<file path="src/rtl/bar0_csr_pkg.sv">
// Shared definitions for the BAR0 CSR bank: register offsets, response codes
// and the byte-strobe helpers used on the write path.
package bar0_csr_pkg;

  localparam logic [11:0] ADDR_ID      = 12'h000;
  localparam logic [11:0] ADDR_SCRATCH = 12'h004;
  localparam logic [11:0] ADDR_CTRL    = 12'h008;
  localparam logic [11:0] ADDR_STATUS  = 12'h00C;
  localparam logic [11:0] ADDR_EVENT   = 12'h010;
  localparam logic [11:0] ADDR_WRCNT   = 12'h014;

  typedef enum logic [1:0] {
    OKAY   = 2'b00,
    SLVERR = 2'b10,
    DECERR = 2'b11
  } resp_t;

  typedef enum logic [2:0] {
    REG_ID, REG_SCRATCH, REG_CTRL, REG_STATUS, REG_EVENT, REG_WRCNT, REG_NONE
  } reg_idx_t;

  // Only the word address matters; byte-offset bits are dropped by the caller.
  function automatic reg_idx_t decode(input logic [11:2] word);
    reg_idx_t idx;
    case ({word, 2'b00})
      ADDR_ID:      idx = REG_ID;
      ADDR_SCRATCH: idx = REG_SCRATCH;
      ADDR_CTRL:    idx = REG_CTRL;
      ADDR_STATUS:  idx = REG_STATUS;
      ADDR_EVENT:   idx = REG_EVENT;
      ADDR_WRCNT:   idx = REG_WRCNT;
      default:      idx = REG_NONE;
    endcase
    return idx;
  endfunction

  function automatic resp_t write_resp(input reg_idx_t idx);
    resp_t r;
    case (idx)
      REG_SCRATCH, REG_CTRL, REG_EVENT: r = OKAY;
      REG_NONE:                         r = DECERR;
      default:                          r = SLVERR;
    endcase
    return r;
  endfunction

  function automatic logic [31:0] strb_mask(input logic [3:0] strb);
    logic [31:0] m;
    for (int i = 0; i < 4; i++) m[8*i +: 8] = {8{strb[i]}};
    return m;
  endfunction

  function automatic logic [31:0] apply_strb(input logic [31:0] old_val,
                                             input logic [31:0] new_val,
                                             input logic [3:0]  strb);
    logic [31:0] m;
    m = strb_mask(strb);
    return (old_val & ~m) | (new_val & m);
  endfunction

endpackage

</file>
<file path="src/rtl/axi4_lite_if.sv">
// AXI4-Lite bundle; modport s is the slave view, m the master view.
interface axi4_lite_if #(
  parameter int DW = 32,
  parameter int AW = 32
) ();
  logic [AW-1:0]   awaddr;
  logic            awvalid;
  logic            awready;
  logic [DW-1:0]   wdata;
  logic [DW/8-1:0] wstrb;
  logic            wvalid;
  logic            wready;
  logic [1:0]      bresp;
  logic            bvalid;
  logic            bready;
  logic [AW-1:0]   araddr;
  logic            arvalid;
  logic            arready;
  logic [DW-1:0]   rdata;
  logic [1:0]      rresp;
  logic            rvalid;
  logic            rready;

  modport s (
    input  awaddr, awvalid, wdata, wstrb, wvalid, bready, araddr, arvalid, rready,
    output awready, wready, bresp, bvalid, arready, rdata, rresp, rvalid
  );

  modport m (
    output awaddr, awvalid, wdata, wstrb, wvalid, bready, araddr, arvalid, rready,
    input  awready, wready, bresp, bvalid, arready, rdata, rresp, rvalid
  );
endinterface

</file>
<file path="src/rtl/csr_w1c_latch.sv">
// Write-1-to-clear bit vector where a set pulse beats a clear in the same
// cycle; irq is the registered OR of the stored bits.
module csr_w1c_latch #(
  parameter int W = 8
) (
  input  logic         clk,
  input  logic         rst,
  input  logic [W-1:0] set,
  input  logic         clr_en,
  input  logic [W-1:0] clr_data,
  input  logic [W-1:0] clr_mask,
  output logic [W-1:0] q,
  output logic         irq
);

  logic [W-1:0] clr;
  assign clr = clr_en ? (clr_data & clr_mask) : '0;

  always_ff @(posedge clk or posedge rst) begin
    if (rst) begin
      q   <= '0;
      irq <= 1'b0;
    end else begin
      q   <= (q & ~clr) | set;
      irq <= |q;
    end
  end

endmodule

</file>
<file path="src/rtl/bar0_csr_bank.sv">
// AXI4-Lite register bank behind BAR0: ID, scratch, control, sampled status,
// W1C events and a completed-write counter.
module bar0_csr_bank
  import bar0_csr_pkg::*;
#(
  parameter logic [31:0] ID_VALUE   = 32'hFB00_0001,
  parameter logic [31:0] CTRL_RESET = 32'h0,
  parameter int          EVT_W      = 8
) (
  input  logic             bar_clk,
  input  logic             bar_rst,
  axi4_lite_if.s           s,
  output logic [31:0]      ctrl_o,
  input  logic [31:0]      status_i,
  input  logic [EVT_W-1:0] event_i,
  output logic             irq_o
);

  logic        aw_held, w_held, awready_q, wready_q, bvalid_q;
  resp_t       bresp_q;
  logic [11:2] aw_word;
  logic [31:0] wdata_q;
  logic [3:0]  wstrb_q;

  logic        arready_q, rvalid_q;
  resp_t       rresp_q;
  logic [31:0] rdata_q;

  logic [31:0]      scratch_q, ctrl_q, status_q, wrcnt_q;
  logic [EVT_W-1:0] event_q;

  logic     aw_hs, w_hs, b_hs, ar_hs, r_hs;
  logic     commit, w_ok;
  reg_idx_t w_idx, r_idx;
  resp_t    w_resp, r_resp;
  logic [31:0] wmask, rd_mux;

  assign aw_hs = s.awvalid && awready_q;
  assign w_hs  = s.wvalid  && wready_q;
  assign b_hs  = bvalid_q  && s.bready;
  assign ar_hs = s.arvalid && arready_q;
  assign r_hs  = rvalid_q  && s.rready;

  // Both halves stay held until the response handshake, so !bvalid limits
  // each held pair to a single commit.
  assign commit = aw_held && w_held && !bvalid_q;
  assign w_idx  = decode(aw_word);
  assign w_resp = write_resp(w_idx);
  assign w_ok   = commit && (w_resp == OKAY);
  assign wmask  = strb_mask(wstrb_q);

  // NOTE: sequential state uses <= so every register samples pre-edge values.
  always_ff @(posedge bar_clk or posedge bar_rst) begin
    if (bar_rst) begin
      aw_held   <= 1'b0;
      w_held    <= 1'b0;
      awready_q <= 1'b0;
      wready_q  <= 1'b0;
      bvalid_q  <= 1'b0;
      bresp_q   <= OKAY;
      aw_word   <= '0;
      wdata_q   <= '0;
      wstrb_q   <= '0;
    end else begin
      if (aw_hs) begin
        aw_held   <= 1'b1;
        awready_q <= 1'b0;
        aw_word   <= s.awaddr[11:2];
      end else if (b_hs) begin
        aw_held   <= 1'b0;
        awready_q <= 1'b1;
      end else if (!aw_held) begin
        awready_q <= 1'b1;
      end

      if (w_hs) begin
        w_held   <= 1'b1;
        wready_q <= 1'b0;
        wdata_q  <= s.wdata;
        wstrb_q  <= s.wstrb;
      end else if (b_hs) begin
        w_held   <= 1'b0;
        wready_q <= 1'b1;
      end else if (!w_held) begin
        wready_q <= 1'b1;
      end

      if (commit) begin
        bvalid_q <= 1'b1;
        bresp_q  <= w_resp;
      end else if (b_hs) begin
        bvalid_q <= 1'b0;
      end
    end
  end

  always_ff @(posedge bar_clk or posedge bar_rst) begin
    if (bar_rst) begin
      scratch_q <= '0;
      ctrl_q    <= CTRL_RESET;
      status_q  <= '0;
      wrcnt_q   <= '0;
    end else begin
      status_q <= status_i;
      if (w_ok) begin
        case (w_idx)
          REG_SCRATCH: scratch_q <= apply_strb(scratch_q, wdata_q, wstrb_q);
          REG_CTRL:    ctrl_q    <= apply_strb(ctrl_q, wdata_q, wstrb_q);
          default:     ;
        endcase
        wrcnt_q <= wrcnt_q + 32'd1;
      end
    end
  end

  csr_w1c_latch #(.W(EVT_W)) u_event (
    .clk      (bar_clk),
    .rst      (bar_rst),
    .set      (event_i),
    .clr_en   (w_ok && (w_idx == REG_EVENT)),
    .clr_data (wdata_q[EVT_W-1:0]),
    .clr_mask (wmask[EVT_W-1:0]),
    .q        (event_q),
    .irq      (irq_o)
  );

  assign r_idx  = decode(s.araddr[11:2]);
  assign r_resp = (r_idx == REG_NONE) ? DECERR : OKAY;

  // NOTE: rd_mux gets its default first so no branch infers a latch.
  always_comb begin
    rd_mux = '0;
    case (r_idx)
      REG_ID:      rd_mux = ID_VALUE;
      REG_SCRATCH: rd_mux = scratch_q;
      REG_CTRL:    rd_mux = ctrl_q;
      REG_STATUS:  rd_mux = status_q;
      REG_EVENT:   rd_mux[EVT_W-1:0] = event_q;
      REG_WRCNT:   rd_mux = wrcnt_q;
      default:     rd_mux = '0;
    endcase
  end

  always_ff @(posedge bar_clk or posedge bar_rst) begin
    if (bar_rst) begin
      arready_q <= 1'b0;
      rvalid_q  <= 1'b0;
      rresp_q   <= OKAY;
      rdata_q   <= '0;
    end else if (ar_hs) begin
      arready_q <= 1'b0;
      rvalid_q  <= 1'b1;
      rresp_q   <= r_resp;
      rdata_q   <= rd_mux;
    end else if (r_hs) begin
      arready_q <= 1'b1;
      rvalid_q  <= 1'b0;
    end else if (!rvalid_q) begin
      arready_q <= 1'b1;
    end
  end

  assign s.awready = awready_q;
  assign s.wready  = wready_q;
  assign s.bvalid  = bvalid_q;
  assign s.bresp   = bresp_q;
  assign s.arready = arready_q;
  assign s.rvalid  = rvalid_q;
  assign s.rresp   = rresp_q;
  assign s.rdata   = rdata_q;
  assign ctrl_o    = ctrl_q;

  logic unused_addr_bits;
  assign unused_addr_bits = ^{s.awaddr[31:12], s.awaddr[1:0],
                              s.araddr[31:12], s.araddr[1:0]};

endmodule
</file>
<file path="src/flat_wrapper.sv">
// flat-port wrapper written by rule: the top's interface ports become plain ports
module bar0_csr_bank_flat import bar0_csr_pkg::*;
#(
  parameter logic [31:0] ID_VALUE   = 32'hFB00_0001,
  parameter logic [31:0] CTRL_RESET = 32'h0,
  parameter int          EVT_W      = 8
)
  (bar_clk, bar_rst, ctrl_o, status_i, event_i, irq_o, s_awaddr, s_awvalid, s_wdata, s_wstrb, s_wvalid, s_bready, s_araddr, s_arvalid, s_rready, s_awready, s_wready, s_bresp, s_bvalid, s_arready, s_rdata, s_rresp, s_rvalid);
  axi4_lite_if s_i ();
  input  logic bar_clk;
  input  logic bar_rst;
  output logic [31:0] ctrl_o;
  input  logic [31:0] status_i;
  input  logic [EVT_W-1:0] event_i;
  output logic irq_o;
  input wire logic [$bits(s_i.awaddr)-1:0] s_awaddr;
  input wire logic [$bits(s_i.awvalid)-1:0] s_awvalid;
  input wire logic [$bits(s_i.wdata)-1:0] s_wdata;
  input wire logic [$bits(s_i.wstrb)-1:0] s_wstrb;
  input wire logic [$bits(s_i.wvalid)-1:0] s_wvalid;
  input wire logic [$bits(s_i.bready)-1:0] s_bready;
  input wire logic [$bits(s_i.araddr)-1:0] s_araddr;
  input wire logic [$bits(s_i.arvalid)-1:0] s_arvalid;
  input wire logic [$bits(s_i.rready)-1:0] s_rready;
  output wire logic [$bits(s_i.awready)-1:0] s_awready;
  output wire logic [$bits(s_i.wready)-1:0] s_wready;
  output wire logic [$bits(s_i.bresp)-1:0] s_bresp;
  output wire logic [$bits(s_i.bvalid)-1:0] s_bvalid;
  output wire logic [$bits(s_i.arready)-1:0] s_arready;
  output wire logic [$bits(s_i.rdata)-1:0] s_rdata;
  output wire logic [$bits(s_i.rresp)-1:0] s_rresp;
  output wire logic [$bits(s_i.rvalid)-1:0] s_rvalid;
  assign s_i.awaddr = s_awaddr;
  assign s_i.awvalid = s_awvalid;
  assign s_i.wdata = s_wdata;
  assign s_i.wstrb = s_wstrb;
  assign s_i.wvalid = s_wvalid;
  assign s_i.bready = s_bready;
  assign s_i.araddr = s_araddr;
  assign s_i.arvalid = s_arvalid;
  assign s_i.rready = s_rready;
  assign s_awready = s_i.awready;
  assign s_wready = s_i.wready;
  assign s_bresp = s_i.bresp;
  assign s_bvalid = s_i.bvalid;
  assign s_arready = s_i.arready;
  assign s_rdata = s_i.rdata;
  assign s_rresp = s_i.rresp;
  assign s_rvalid = s_i.rvalid;
  bar0_csr_bank #(.ID_VALUE(ID_VALUE), .CTRL_RESET(CTRL_RESET), .EVT_W(EVT_W)) u_core (.bar_clk(bar_clk), .bar_rst(bar_rst), .s(s_i), .ctrl_o(ctrl_o), .status_i(status_i), .event_i(event_i), .irq_o(irq_o));
endmodule
</file>
<file path="config.mk">
export PLATFORM = sky130hd
export DESIGN_NAME = bar0_csr_bank_flat
export DESIGN_NICKNAME = d
export VERILOG_FILES = /design/src/rtl/bar0_csr_pkg.sv /design/src/rtl/axi4_lite_if.sv /design/src/rtl/csr_w1c_latch.sv /design/src/rtl/bar0_csr_bank.sv /design/src/flat_wrapper.sv
export SDC_FILE = /design/constraint.sdc
export NUM_CORES = 1
export LEC_CHECK = 0
export BUFFER_PORTS_ARGS = -buffer_cell sky130_fd_sc_hd__buf_4
export CORE_ASPECT_RATIO = 1.4
export CORE_UTILIZATION = 45
export CTS_BUF_LIST = sky130_fd_sc_hd__clkbuf_4
export DETAILED_ROUTE_END_ITERATION = 8
export GPL_TIMING_DRIVEN = 0
export PLACE_DENSITY = 0.69
export SYNTH_ARGS = -nofsm -noshare
export SYNTH_HDL_FRONTEND = slang
export SYNTH_SLANG_ARGS = --single-unit
</file>
<file path="constraint.sdc">
create_clock -name bar_clk -period 11.4 [get_ports bar_clk]
set_input_delay 1.71 -clock bar_clk [delete_from_list [all_inputs] [get_ports bar_clk]]
set_output_delay 1.71 -clock bar_clk [all_outputs]
set_load 0.005 [all_outputs]
</file>
==> flow_metrics.tcl, run 1 <==
set metrics [dict create \
    multi_input_area_sq_mm 0.00349 \
    finalNetCount 1087 \
    cts_setup_buffers 0 \
    overflow 0 \
    clkLatencyLatePin_ns 0.67 \
    dpl.hpwl_mm 15.9 \
    rows 61 \
    num_vias 6621 \
    report.final.slew_viol_count 0 \
    synthesis.instances 704 \
    ir_drop_mv 0.0971 \
    synthMuxAreaShare 0.162 \
    p_leak_nw 5.56 \
    cts_root_buf "clkbuf_4" \
    syn_area_sq_mm 0.00927 \
    synthesis.nets 853 \
    post_drt_wl_per_cell_um 18.7 \
    numCtsBuffers 55 \
    ant_nets 0 \
    cp_max_fo 10 \
    fillerInstances 1732 \
    drc 0 \
    synth_seq_cells 225 \
    dieArea_sq_mm 0.0212 \
    synthArstFlopShare 1.00 \
    antenna_found_initial 1 \
    yosys.area_share.adder 0.00270 \
    fin_skew_ns 0.0414 \
    first_pass_iters 4 \
    stdcell_count 1228 \
    area_growth_pct 25.4 \
    placed_cells 1132 \
    hp-class "reg2reg" \
    cts_tree "yes" \
    grt_max_degree 124 \
    synth_ff_type "dfrtp_1" \
    finalCriticalPeriod_ns 4.52 \
    synthSimpleGateAreaFrac 0.0759 \
    portBuffers 175 \
    synth-compound-area-share 0.106 \
    layout.area.seq_sq_mm 0.00563 \
    core-area_sq_mm 0.0200 \
    post-route-period-util 0.397 \
    rsz0062_at_grt "false" \
    synth_area_per_cell_sq_um 13.2 \
    setup_viol 0 \
    worst_pin_slew_ns 0.842 \
    place.gp.congestion 0.811 \
    grtUsageTotal 0.224 \
    max_freq_ghz 0.221 \
    drt_iter0_drc 310 \
    power_density_mw_per_mm2 166 \
    die_w_um 123 \
    synthDistinctLibCells 49 \
    layout-drive-gt1-share 0.399 \
    end_kind "flop" \
    slew_headroom 0.439 \
    hold_slack_ns 0.475 \
    grt_pass1_vias 6898 \
    crit_required_ns 12.01 \
    initial_core_util 0.464 \
    via_per_inst 5.39 \
    outcome "completed" \
    yosysSeqAreaShare 0.607 \
    synth_xor_xnor_area_share 0.0302 \
    h-tree-depth 2 \
    hold_viol_final 0 \
    worstSetupStartpointType "primary input" \
    yosys_warnings 0 \
    clkTransAtPathRegs_ns 0.07 \
    hold_buffers 0 \
    cts.path.max_buffers 3 \
    die_h_um 172 \
    crit_type "in2reg" \
    synth_top_family_by_area "multiplexers" \
    cts_resized 0 \
    drv_cap 0 \
    synth-edff-count 0 \
    pin_count 221 \
    wirelength_mm 22.9 \
    cts.sinks 225 \
    setup-tns-final_ns 0 \
    cp.arrival_ns 5.13 \
    grt_pass1_wl_mm 35.9 \
]
[routing by layer]
metal	GRT usage	part of all wire
met1	0.270	0.40
met5	0	0
met4	0.0822	0.017
met3	0.0458	0.054
met2	0.390	0.53
[critical path, stage by stage]
cell and delay (ns):
buf_4 0.11, nor4_1 0.67, and2_1 0.22, clkbuf_1 0.36, nand2_1 0.10, ha_1 0.28
inv_1 0.16, and3_1 0.17, clkbuf_1 0.36, clkbuf_1 0.47, a221oi_1 0.16, o21ai_0 0.21
a22o_1 0.16
[layout by cell type, fill, tap and decap left out, drive strengths merged, types with 3 or more instances in the layout]
cell type,count
nor4,6
a21o,9
o2bb2ai,5
nor3,8
mux2,111
a22oi,25
a222oi,5
and2,4
nor2,28
inv,9
xor2,17
and3,6
clkinv,12
mux2i,25
dfrtp,225
o21ai,18
o21a,4
a22o,28
buf,183
clkbuf,105
nand4,7
a221oi,7
o22ai,17
nand3,9
nand2,58
xnor2,15
and4,3
[cell families (layout without fill, tap and decap cells)]
group	count (synthesis)	in the layout
compound gates	130	130
mux	136	136
xor+xnor	32	32
other cells	0	1
simple gates	140	140
flops	225	225
buf+inv	39	310
fa+ha+maj	2	2
[final timing paths]
check	from	end	slack, ns	depth (start not counted)
min reg2reg	u_core.wrcnt_q[31]$_DFFE_PP0N_	u_core.wrcnt_q[31]$_DFFE_PP0N_	0.48	1
max in group asynchronous	bar_rst	u_core.u_event.q[6]$_DFF_PP0_	9.16	3
min in group asynchronous	bar_rst	u_core.status_q[22]$_DFF_PP0_	1.13	2
max	s_araddr[9]	u_core.s.rdata[25]$_DFFE_PP0P_	6.88	13
max reg2reg	u_core.aw_word[9]$_DFFE_PP0P_	u_core.wrcnt_q[28]$_DFFE_PP0N_	8.73	5
min	u_core.wrcnt_q[31]$_DFFE_PP0N_	u_core.wrcnt_q[31]$_DFFE_PP0N_	0.48	1
[metrics by stage]
stage	worst slack, ns	cell area [sq um]	utilization	power (mW)
2_1_floorplan	3.53	9270	-	1.17
3_3_place_gp	1.11	10900	0.545	1.28
3_5_place_dp	6.27	10900	0.547	1.29
4_1_cts	6.97	11600	0.581	1.95
5_1_grt	6.76	11600	0.581	2.04
6_report	6.88	11600	0.581	1.93
[layout make-up]
class / instances / share of cell area
flip-flops and latches: 225 / 0.484
multi-input cells: 440 / 0.300
repair buffers: 177 / 0.116
clock buffers: 80 / 0.0517
well taps: 252 / 0.0271
plain buffers: 31 / 0.0104
clock inverters: 14 / 0.00700
inverters: 8 / 0.00323
diodes: 1 / 0.000215
[cells in the mapped netlist, types with 6 or more instances]
| master | n | share of area |
|---|---|---|
| dfrtp_1 | 225 | 0.61 |
| mux2_2 | 111 | 0.13 |
| nand2_1 | 50 | 0.020 |
| a22o_1 | 28 | 0.026 |
| nor2_1 | 28 | 0.011 |
| a22oi_1 | 25 | 0.020 |
| mux2i_1 | 25 | 0.027 |
| clkbuf_1 | 24 | 0.0097 |
| o21ai_0 | 18 | 0.0097 |
| o22ai_1 | 17 | 0.011 |
| xor2_1 | 17 | 0.016 |
| xnor2_1 | 15 | 0.014 |
| a21o_1 | 9 | 0.0073 |
| nand3_1 | 9 | 0.0049 |
| inv_1 | 8 | 0.0032 |
| nand2_2 | 8 | 0.0054 |
| a221oi_1 | 7 | 0.0066 |
| nand4_1 | 7 | 0.0047 |
| nor3_1 | 7 | 0.0038 |
| and3_1 | 6 | 0.0040 |
| nor4_1 | 6 | 0.0040 |
[report_power, final]
group	internal, mW	switching (mW)	leakage (nW)
logic	0.152	0.115	2.27
registers	0.910	0.0930	2.89
clock network	0.342	0.316	0.410
total	1.40	0.524	5.56
(Power assumes the default switching activity.)
==> inputs of run 2 (changes only) <==
Clock period 11.4 ns to 4.2 ns, I/O delays scaled along.
==> flow_metrics.tcl, run 2 (synthesis results as in run 1) <==
set metrics [dict create \
    portBuffers 175 \
    cts.path.max_buffers 3 \
    setup_viol 0 \
    cp.arrival_ns 3.99 \
    cts_tree "yes" \
    dieArea_sq_mm 0.0212 \
    slew_headroom 0.430 \
    layout-drive-gt1-share 0.397 \
    slowest_stage "nor4_1" \
    placed_area_sq_mm 0.0110 \
    place.gp.congestion 0.808 \
    clkLatencyLatePin_ns 0.65 \
    max_freq_ghz 0.292 \
    worstSetupStartpointType "primary input" \
    overflow 0 \
    drv_cap 0 \
    report.final.slew_viol_count 0 \
    cp_max_fo 10 \
    area_growth_pct 26.1 \
    cts.sinks 225 \
    fin_skew_ns 0.0269 \
    wirelength_mm 22.6 \
    numCtsBuffers 54 \
    antenna_found_initial 1 \
    hold_viol_final 0 \
    die_w_um 123 \
    ant_nets 0 \
    crit_type "in2reg" \
    core-area_sq_mm 0.0200 \
    outcome "completed" \
    cts_resized 0 \
    final_cell_mix "225 x dfrtp_1, 176 x buf_4, 111 x mux2_2" \
    power_density_mw_per_mm2 440 \
    reg2reg_slack_ns 1.52 \
    design_area_sq_mm 0.0117 \
    rows 61 \
    dpl.hpwl_mm 16.2 \
    h-tree-depth 2 \
    finalCriticalPeriod_ns 3.43 \
    max_stage_delay_ns 0.64 \
    hp-class "in2reg" \
    ir_drop_mv 0.212 \
    clkTransAtPathRegs_ns 0.06 \
    pin_count 221 \
    grt_pass1_wl_mm 35.6 \
    grt_pass1_vias 6796 \
    drc 0 \
    layout_commonest_cell "dfrtp_1" \
    first_pass_iters 4 \
    cp_common_cell "clkbuf_1" \
    post-route-period-util 0.816 \
    post_drt_wl_per_cell_um 18.4 \
    die_h_um 172 \
    via_per_inst 5.36 \
    cts_setup_buffers 0 \
    rsz0062_at_grt "false" \
    grt_max_degree 44 \
    crit_required_ns 4.77 \
    hold_buffers 1 \
    grtUsageTotal 0.222 \
    path_cells "buf_4 > nor4_1 > and2_1 > clkbuf_1 > nand2_1 > ha_1 > inv_1 > and3_1 > clkbuf_1 > clkbuf_1 > a22oi_1 > o22ai_1 > a22o_1" \
    drt_iter0_drc 311 \
    p_leak_nw 5.58 \
    cts_root_buf "clkbuf_4" \
    initial_core_util 0.464 \
    hold_slack_ns 0.0831 \
    finalNetCount 1091 \
    worst_pin_slew_ns 0.847 \
    num_vias 6605 \
    end_kind "flop" \
]
==> run 2: worst paths after layout <==
path | startpoint | endpoint | depth (start not counted)
min in group asynchronous | bar_rst | u_core.u_event.irq$_DFF_PP0_ | 3
max in group asynchronous | bar_rst | asynchronous set/reset pin | 6
setup reg to reg | u_core.aw_word[9]$_DFFE_PP0P_ | u_core.wrcnt_q[28]$_DFFE_PP0N_ | 5
hold reg to reg | u_core.wrcnt_q[31]$_DFFE_PP0N_ | u_core.wrcnt_q[31]$_DFFE_PP0N_ | 1
hold / removal | status_i[23] | u_core.status_q[23]$_DFF_PP0_ | 1
setup / recovery | s_araddr[9] | u_core.s.rdata[11]$_DFFE_PP0P_ | 13
==> run 2: worst max-delay path, delay by kind of cell <==
family                     cells  cell delay, ns
AOI/OAI and AO/OA              3            0.48
buffers and inverters          5            1.45
adders and majority gates      1            0.29
and+or+nand+nor                4            1.14
==> run 2: power breakdown <==
| part | switching, mW | internal, mW | total, mW |
|---|---|---|---|
| logic | 0.311 | 0.423 | 0.734 |
| clock network | 0.843 | 0.840 | 1.68 |
| registers | 0.250 | 2.47 | 2.72 |
| total | 1.40 | 3.73 | 5.14 |
==> run 2: final cells by class <==
type,instances,area (sq um)
fillers,1754,8310
flip-flops and latches,225,5630
multi-input cells,440,3490
repair buffers,182,1440
clock buffers,77,578
well taps,252,315
plain buffers,31,121
clock inverters,17,66.3
inverters,8,33.8
diodes,1,2.50
==> run 2: routing by layer <==
metal  vias up  routed length [um]  share of wire  GRT usage
li1       3083                   -              -          -
met5         -                   0              0          0
met4         0                 410          0.018     0.0754
met2       177               11800           0.52      0.382
met1      3311                9330           0.41      0.277
met3        34                1110          0.049     0.0444
==> run 2: stage by stage <==
step / util / setup TNS, ns / power (mW) / cells / setup slack (ns)
global placement: 0.545 / -152.06 / 3.47 / 1131 / -0.698
global route: 0.584 / 0 / 5.44 / 1233 / 0.593
floorplan: - / 0 / 3.17 / 704 / 0.632
CTS: 0.584 / 0 / 5.21 / 1232 / 0.844
detailed placement: 0.551 / 0 / 3.51 / 1137 / 0.162
finish: 0.584 / 0 / 5.14 / 1233 / 0.772
